File: src/rtl/follower_pkg.sv
`default_nettype none
// ============================================================================
//  Module      : follower_pkg
//  Description : Shared definitions for the barcode station-ID decoder:
//                decoder FSM state encoding, data-bit count and the frame
//                acceptance rule.
//  Revision    : 1.0 - initial release
// ============================================================================
package follower_pkg;

   // Decoder FSM states, explicit 2-bit encoding.
   typedef enum logic [1:0] {
      IDLE      = 2'd0,   // waiting for the start-bit falling edge
      START     = 2'd1,   // measuring the start-bit low time
      WAIT_FALL = 2'd2,   // waiting for the falling edge that opens a bit cell
      WAIT_SAMP = 2'd3    // counting towards the sample point of a bit cell
   } bc_state_t;

   // Number of data bits in one frame.
   localparam int unsigned NUM_DATA_BITS = 8;

   // bit_cnt value held while the final data bit is being sampled.
   localparam logic [3:0]  LAST_BIT_IDX  = 4'(NUM_DATA_BITS - 1);

   // A received byte is a station ID only when its two MSBs are zero.
   function automatic logic id_is_valid(input logic [7:0] id);
      return (id[7:6] == 2'b00);
   endfunction

endpackage
`default_nettype wire

File: src/rtl/sync_fall_det.sv
`default_nettype none
// ============================================================================
//  Module      : sync_fall_det
//  Description : Two-flop synchronizer for an asynchronous, idle-high serial
//                line, plus falling-edge detection on the synchronized value.
//  Ports       : clk   - system clock
//                rst_n - asynchronous active-low reset (flops reset to 1)
//                d     - asynchronous input line
//                q     - synchronized line (two clocks of latency)
//                fall  - high for one cycle when q has just gone 1 -> 0
//  Revision    : 1.0 - initial release
// ============================================================================
module sync_fall_det (
   input  logic clk,
   input  logic rst_n,
   input  logic d,
   output logic q,
   output logic fall
);

   logic r_meta;   // first stage, may go metastable
   logic r_sync;   // second stage, safe to use
   logic r_prev;   // previous synchronized value for edge detection

   // All stages reset high so that releasing reset while the line idles
   // high cannot produce a spurious falling edge.
   always_ff @(posedge clk or negedge rst_n) begin
      if (!rst_n) begin
         r_meta <= 1'b1;
         r_sync <= 1'b1;
         r_prev <= 1'b1;
      end else begin
         r_meta <= d;
         r_sync <= r_meta;
         r_prev <= r_sync;
      end
   end

   assign q    = r_sync;
   assign fall = r_prev & ~r_sync;

endmodule
`default_nettype wire

File: src/rtl/barcode_decoder.sv
`default_nettype none
// ============================================================================
//  Module      : barcode_decoder
//  Description : Decodes a serial barcode frame (start bit + 8 data bits,
//                MSB first) into an 8-bit station ID. Every bit cell opens
//                with a falling edge. The start-bit low time is the reference
//                period T_ref; each data bit is sampled T_ref cycles after its
//                falling edge (high = 1, short pulse; low = 0, long pulse).
//                Frames whose two MSBs are non-zero are discarded.
//  Parameters  : TMO_W      - width of the period / timeout counter
//  Ports       : clk        - system clock
//                rst_n      - asynchronous active-low reset
//                BC         - asynchronous serial barcode line, idles high
//                clr_ID_vld - one-cycle request to clear ID_vld
//                ID         - last accepted station ID
//                ID_vld     - high while ID holds a new, valid station ID
//  Revision    : 1.0 - initial release
// ============================================================================
module barcode_decoder
   import follower_pkg::*;
#(
   parameter int TMO_W = 22
) (
   input  logic       clk,
   input  logic       rst_n,
   input  logic       BC,
   input  logic       clr_ID_vld,
   output logic [7:0] ID,
   output logic       ID_vld
);

   logic             bc_s;          // synchronized barcode line
   logic             bc_fall;       // falling edge of bc_s

   bc_state_t        r_state;
   logic [TMO_W-1:0] r_count;       // cycle counter, also the timeout counter
   logic [TMO_W-1:0] r_t_ref;       // measured start-bit low time
   logic [7:0]       r_sr;          // received data bits, MSB first
   logic [3:0]       r_bit_cnt;     // data bits sampled so far
   logic             r_frame_done;  // r_sr holds a complete frame this cycle

   logic [TMO_W-1:0] w_count_inc;
   logic             w_count_sat;
   logic             w_samp_pt;

   sync_fall_det u_sync (
      .clk   (clk),
      .rst_n (rst_n),
      .d     (BC),
      .q     (bc_s),
      .fall  (bc_fall)
   );

   assign w_count_inc = r_count + TMO_W'(1);
   assign w_count_sat = &r_count;

   // The counter is cleared on the cycle the falling edge is seen, so
   // count+1 is the number of cycles elapsed since that edge. Sampling when
   // it equals T_ref puts the sample point exactly T_ref cycles after the
   // edge. T_ref is never zero, so a wrapped count+1 can never match.
   assign w_samp_pt   = (w_count_inc == r_t_ref);

   always_ff @(posedge clk or negedge rst_n) begin
      if (!rst_n) begin
         r_state      <= IDLE;
         r_count      <= '0;
         r_t_ref      <= '0;
         r_sr         <= 8'h00;
         r_bit_cnt    <= 4'd0;
         r_frame_done <= 1'b0;
         ID           <= 8'h00;
         ID_vld       <= 1'b0;
      end else begin
         r_frame_done <= 1'b0;

         case (r_state)
            IDLE: begin
               if (bc_fall) begin
                  r_count   <= '0;
                  r_bit_cnt <= 4'd0;
                  r_state   <= START;
               end
            end

            START: begin
               // The edge cycle itself was low, so the low time is count+1;
               // a one-cycle start bit therefore yields T_ref = 1.
               if (w_count_sat) begin
                  r_state <= IDLE;
               end else if (!bc_s) begin
                  r_count <= w_count_inc;
               end else begin
                  r_t_ref <= w_count_inc;
                  r_state <= WAIT_FALL;
               end
            end

            WAIT_FALL: begin
               // Keeps counting so a line that never falls again times out.
               if (w_count_sat) begin
                  r_state <= IDLE;
               end else if (bc_fall) begin
                  r_count <= '0;
                  r_state <= WAIT_SAMP;
               end else begin
                  r_count <= w_count_inc;
               end
            end

            WAIT_SAMP: begin
               // The sample point takes priority over an edge in the same
               // cycle; an edge strictly before it aborts the frame.
               if (w_samp_pt) begin
                  r_sr      <= {r_sr[6:0], bc_s};
                  r_bit_cnt <= r_bit_cnt + 4'd1;
                  r_count   <= w_count_inc;
                  if (r_bit_cnt == LAST_BIT_IDX) begin
                     r_frame_done <= 1'b1;
                     r_state      <= IDLE;
                  end else begin
                     r_state      <= WAIT_FALL;
                  end
               end else if (bc_fall) begin
                  r_state <= IDLE;
               end else if (w_count_sat) begin
                  r_state <= IDLE;
               end else begin
                  r_count <= w_count_inc;
               end
            end

            default: r_state <= IDLE;
         endcase

         // r_sr stays frozen while the FSM idles, so the byte is stable on
         // the cycle after completion. A new valid ID beats a clear request.
         if (r_frame_done && id_is_valid(r_sr)) begin
            ID     <= r_sr;
            ID_vld <= 1'b1;
         end else if (clr_ID_vld) begin
            ID_vld <= 1'b0;
         end
      end
   end

endmodule
`default_nettype wire

File: config.mk
export PLATFORM = sky130hd
export DESIGN_NAME = barcode_decoder
export DESIGN_NICKNAME = d
export VERILOG_FILES = /design/src/rtl/follower_pkg.sv /design/src/rtl/sync_fall_det.sv /design/src/rtl/barcode_decoder.sv
export SDC_FILE = /design/constraint.sdc
export NUM_CORES = 1
export LEC_CHECK = 0
export CAP_MARGIN = 20
export CELL_PAD_IN_SITES_DETAIL_PLACEMENT = 2
export CELL_PAD_IN_SITES_GLOBAL_PLACEMENT = 2
export CORE_MARGIN = 3
export CORE_UTILIZATION = 43
export CTS_BUF_LIST = sky130_fd_sc_hd__clkbuf_16
export CTS_CLUSTER_SIZE = 12
export DETAILED_ROUTE_END_ITERATION = 7
export PLACE_DENSITY = 0.85
export SYNTH_ARGS = -nofsm -noshare
export SYNTH_HDL_FRONTEND = slang
export SYNTH_SLANG_ARGS = --single-unit
File: constraint.sdc
create_clock -name clk -period 5.9 [get_ports clk]
set_input_delay 0.59 -clock clk [delete_from_list [all_inputs] [get_ports clk]]
set_output_delay 0.59 -clock clk [all_outputs]
set_load 0.01 [all_outputs]
==> summary.txt <==
STA
  – Worst slew pin tran: between 900 and 1000 ps
  – Slew margin rel.: 38.8%
  – Final hold vios: 0
  – Tcrit/Tclk final: between 70% and 80%
  – Final WS setup: ~1600 ps
  – Setup TNS: 0 ps
  – FMAX: roughly 230 MHz
  – RSZ-0062 raised after global routing: no
  – Clock Skews: roughly 11 ps
  – Final Max Slew Viols: 0
  – Setup violations, final: 0
  – Tmin final: around 4300 ps

Global route
  – Number of global-route vias before repair: around 4200
  – GRT overflow: 0
  – Largest net degree at the start of global routing: 72
  – Initial antenna violation count: 0
  – Global-route wire length before repair: 24900 µm
  – GRT Util Overall: between 20% and 30%

Critical path
  – WP data required: 6120 ps
  – Max FO, Critical Path: 29
  – CP startpoint kind: flop
  – Setup CP Type: reg -> reg
  – Crit path arrival time: between 4000 and 5000 ps
  – CP endpoint kind: flop

Die
  – Rows: 36
  – Die Width: 107 µm
  – CORE AREA: 0.00982 mm²
  – Io pins: 13
  – Die area: 0.0114 mm²
  – Initial cell density of the core: between 40 and 50%
  – Die Y-Extent: about 110 µm

Routing
  – Drt via density: around 6.3
  – Routed Antenna Nets: 0
  – Number of iterations in the first detailed-routing pass: 4
  – DRC viols: 0
  – Routed via count: about 3700
  – Final WL: approximately 15000 µm
  – Routed length per instance: 26.0 µm
  – Drt initial violations: 254

Logic synthesis
  – Synth warn: 0
  – Post-synthesis register bit count: a little over 70
  – Cells after Synth: roughly 460
  – Number of synthesized flops with an enable pin: 0
  – Post-synthesis sequential area ratio: 40.8%
  – Synth top area cells: dfrtp_1, xnor2_1, mux2_2
  – Cell accounting for the most synthesized area: dfrtp_1
  – Synth Area per Inst: between 9 and 10 µm²
  – Share of the synthesized area in the top cell type: 39.0%
  – Synth top cells by count: dfrtp_1, nand2_1, o21ai_0
  – Post-synthesis async set-or-reset flop share: 100%
  – Top_reg_cell synth: dfrtp_1
  – Synth Cell Area: approximately 0.0044 mm²
  – Count of cell types in the netlist: between 50 and 60
  – Syn Nets: 463
  – Top-count cell post-synth: dfrtp_1

CTS
  – Clock sinks: between 70 and 80
  – Postcts setup bufs: 0
  – TritonCTS clock tree: yes
  – Count of hold-fix buffers inserted at cts: 0
  – Clock buffer depth: 2
  – H-tree lvl count: 3
  – CTS Root Cell: clkbuf_16
  – Post-cts resize count: 0
  – Clk slew on worst S/H paths: 60 ps
  – Number of CTS-inserted buffers: 9
  – Clk_lat worst skew: roughly 350 ps

Layout
  – Diodes inserted: 0
  – Share of layout cells above drive strength 1: around an eighth
  – Area of the multi-input gates: roughly 0.0024 mm²
  – Area growth syn-to-layout: 10.3%
  – FILL cells: between 1000 and 1500
  – Register area: roughly 0.0018 mm²
  – Fin nets: around 460
  – Fin cells: 587
  – Utilization after layout: 49.0%

Run status
  – Status: complete, no violations

Flow run
  – Max_cap viols: 0

Placed design
  – Pre-CTS setup slack: between 1500 and 2000 ps
  – GP Congestion: between 0.9 and 1
  – PortBufs: 12
  – Post-DP HPWL: ~9500 µm
  – Placed Instances: around 570

Min path
  – Hold Path Class: reg -> reg

Power and ir drop
  – P per Cell Area: approximately 360 mW/mm²
  – Peak supply drop: 0.265 mV
  – Leakage: roughly 2.1 nW
==> sequential cells by signal, indices dropped and copies added, names as in the netlist <==
signal         flops
r_state            2
ID                 8
u_sync.r_meta      1
r_sr               8
ID_vld             1
r_count           22
r_t_ref           22
r_frame_done       1
r_bit_cnt          4
u_sync.q           1
u_sync.r_prev      1
==> power by group <==
part           switching, W  leakage (nW)  internal, W
logic              0.000357         0.955     0.000203
registers         0.0000774         0.965     0.000534
clock network      0.000232         0.140     0.000328
total              0.000666          2.06      0.00106
==> final timing paths <==
path	cells after the start	to	slack, ps	from
setup / recovery	9	r_count[0]$_DFFE_PN0P_	1550	r_count[3]$_DFFE_PN0P_
hold / removal	0	u_sync.q$_DFF_PN1_	360	u_sync.r_meta$_DFF_PN1_
setup reg to reg	9	r_count[0]$_DFFE_PN0P_	1550	r_count[3]$_DFFE_PN0P_
hold reg to reg	0	u_sync.q$_DFF_PN1_	360	u_sync.r_meta$_DFF_PN1_
max in group asynchronous	1	r_count[0]$_DFFE_PN0P_	4920	rst_n
min in group asynchronous	1	r_count[8]$_DFFE_PN0P_	380	rst_n
==> layout by cell type, fill, tap and decap left out, drive strengths merged, types with 11 or more instances in the layout <==
| cell type | instances |
|---|---|
| nor4 | 12 |
| o22ai | 16 |
| and3 | 12 |
| nand2 | 42 |
| dfrtp | 68 |
| nand3 | 18 |
| mux2 | 17 |
| a22o | 19 |
| o21ai | 35 |
| clkdlybuf4s50 | 11 |
| xnor2 | 27 |
| nor2 | 28 |
| nor3 | 14 |
==> metrics by stage <==
step | instance area, µm² | total power [W] | hold slack, ps
2_1_floorplan | 4360 | 0.000974 | 294
3_3_place_gp | 4510 | 0.00111 | 351
4_1_cts | 4810 | 0.00173 | 363
3_5_place_dp | 4520 | 0.00114 | 349
5_1_grt | 4810 | 0.00181 | 368
6_report | 4810 | 0.00173 | 363
==> routing by layer <==
layer	up-vias	track usage [%]	share of wire, %
li1	1665	-	-
met1	1915	36.8	43
met2	83	50.1	51
met3	29	4.64	4.7
met4	0	8.31	2.1
met5	-	0	0
==> worst max-delay path, stage by stage, from the launching register on <==
cell,delay [ps]
dfrtp_1,530
nand4_1,550
nor4_4,630
a21oi_1,190
a2111o_1,410
or4_4,540
nor4_4,440
buf_4,440
nor2_1,170
mux2_2,310
==> cells by family (layout without fill, tap and decap cells) <==
| group | count (synthesis) | in the layout | share of synthesized area, % |
|---|---|---|---|
| flops | 71 | 71 | 40.8 |
| mux | 22 | 22 | 5.53 |
| fa+ha+maj | 2 | 2 | 0.573 |
| xor+xnor | 39 | 39 | 9.43 |
| compound gates | 108 | 108 | 16.9 |
| buf+inv | 43 | 40 | 4.53 |
| simple gates | 172 | 172 | 22.2 |
==> final cells by class <==
type,instances,area share [%]
multi-input cells,343,49.7
well taps,133,3.46
inverters,7,0.546
clock inverters,7,1.48
repair buffers,17,3.17
flip-flops and latches,71,37.0
clock buffers,9,4.68
Power figures use the tool's default switching activity.
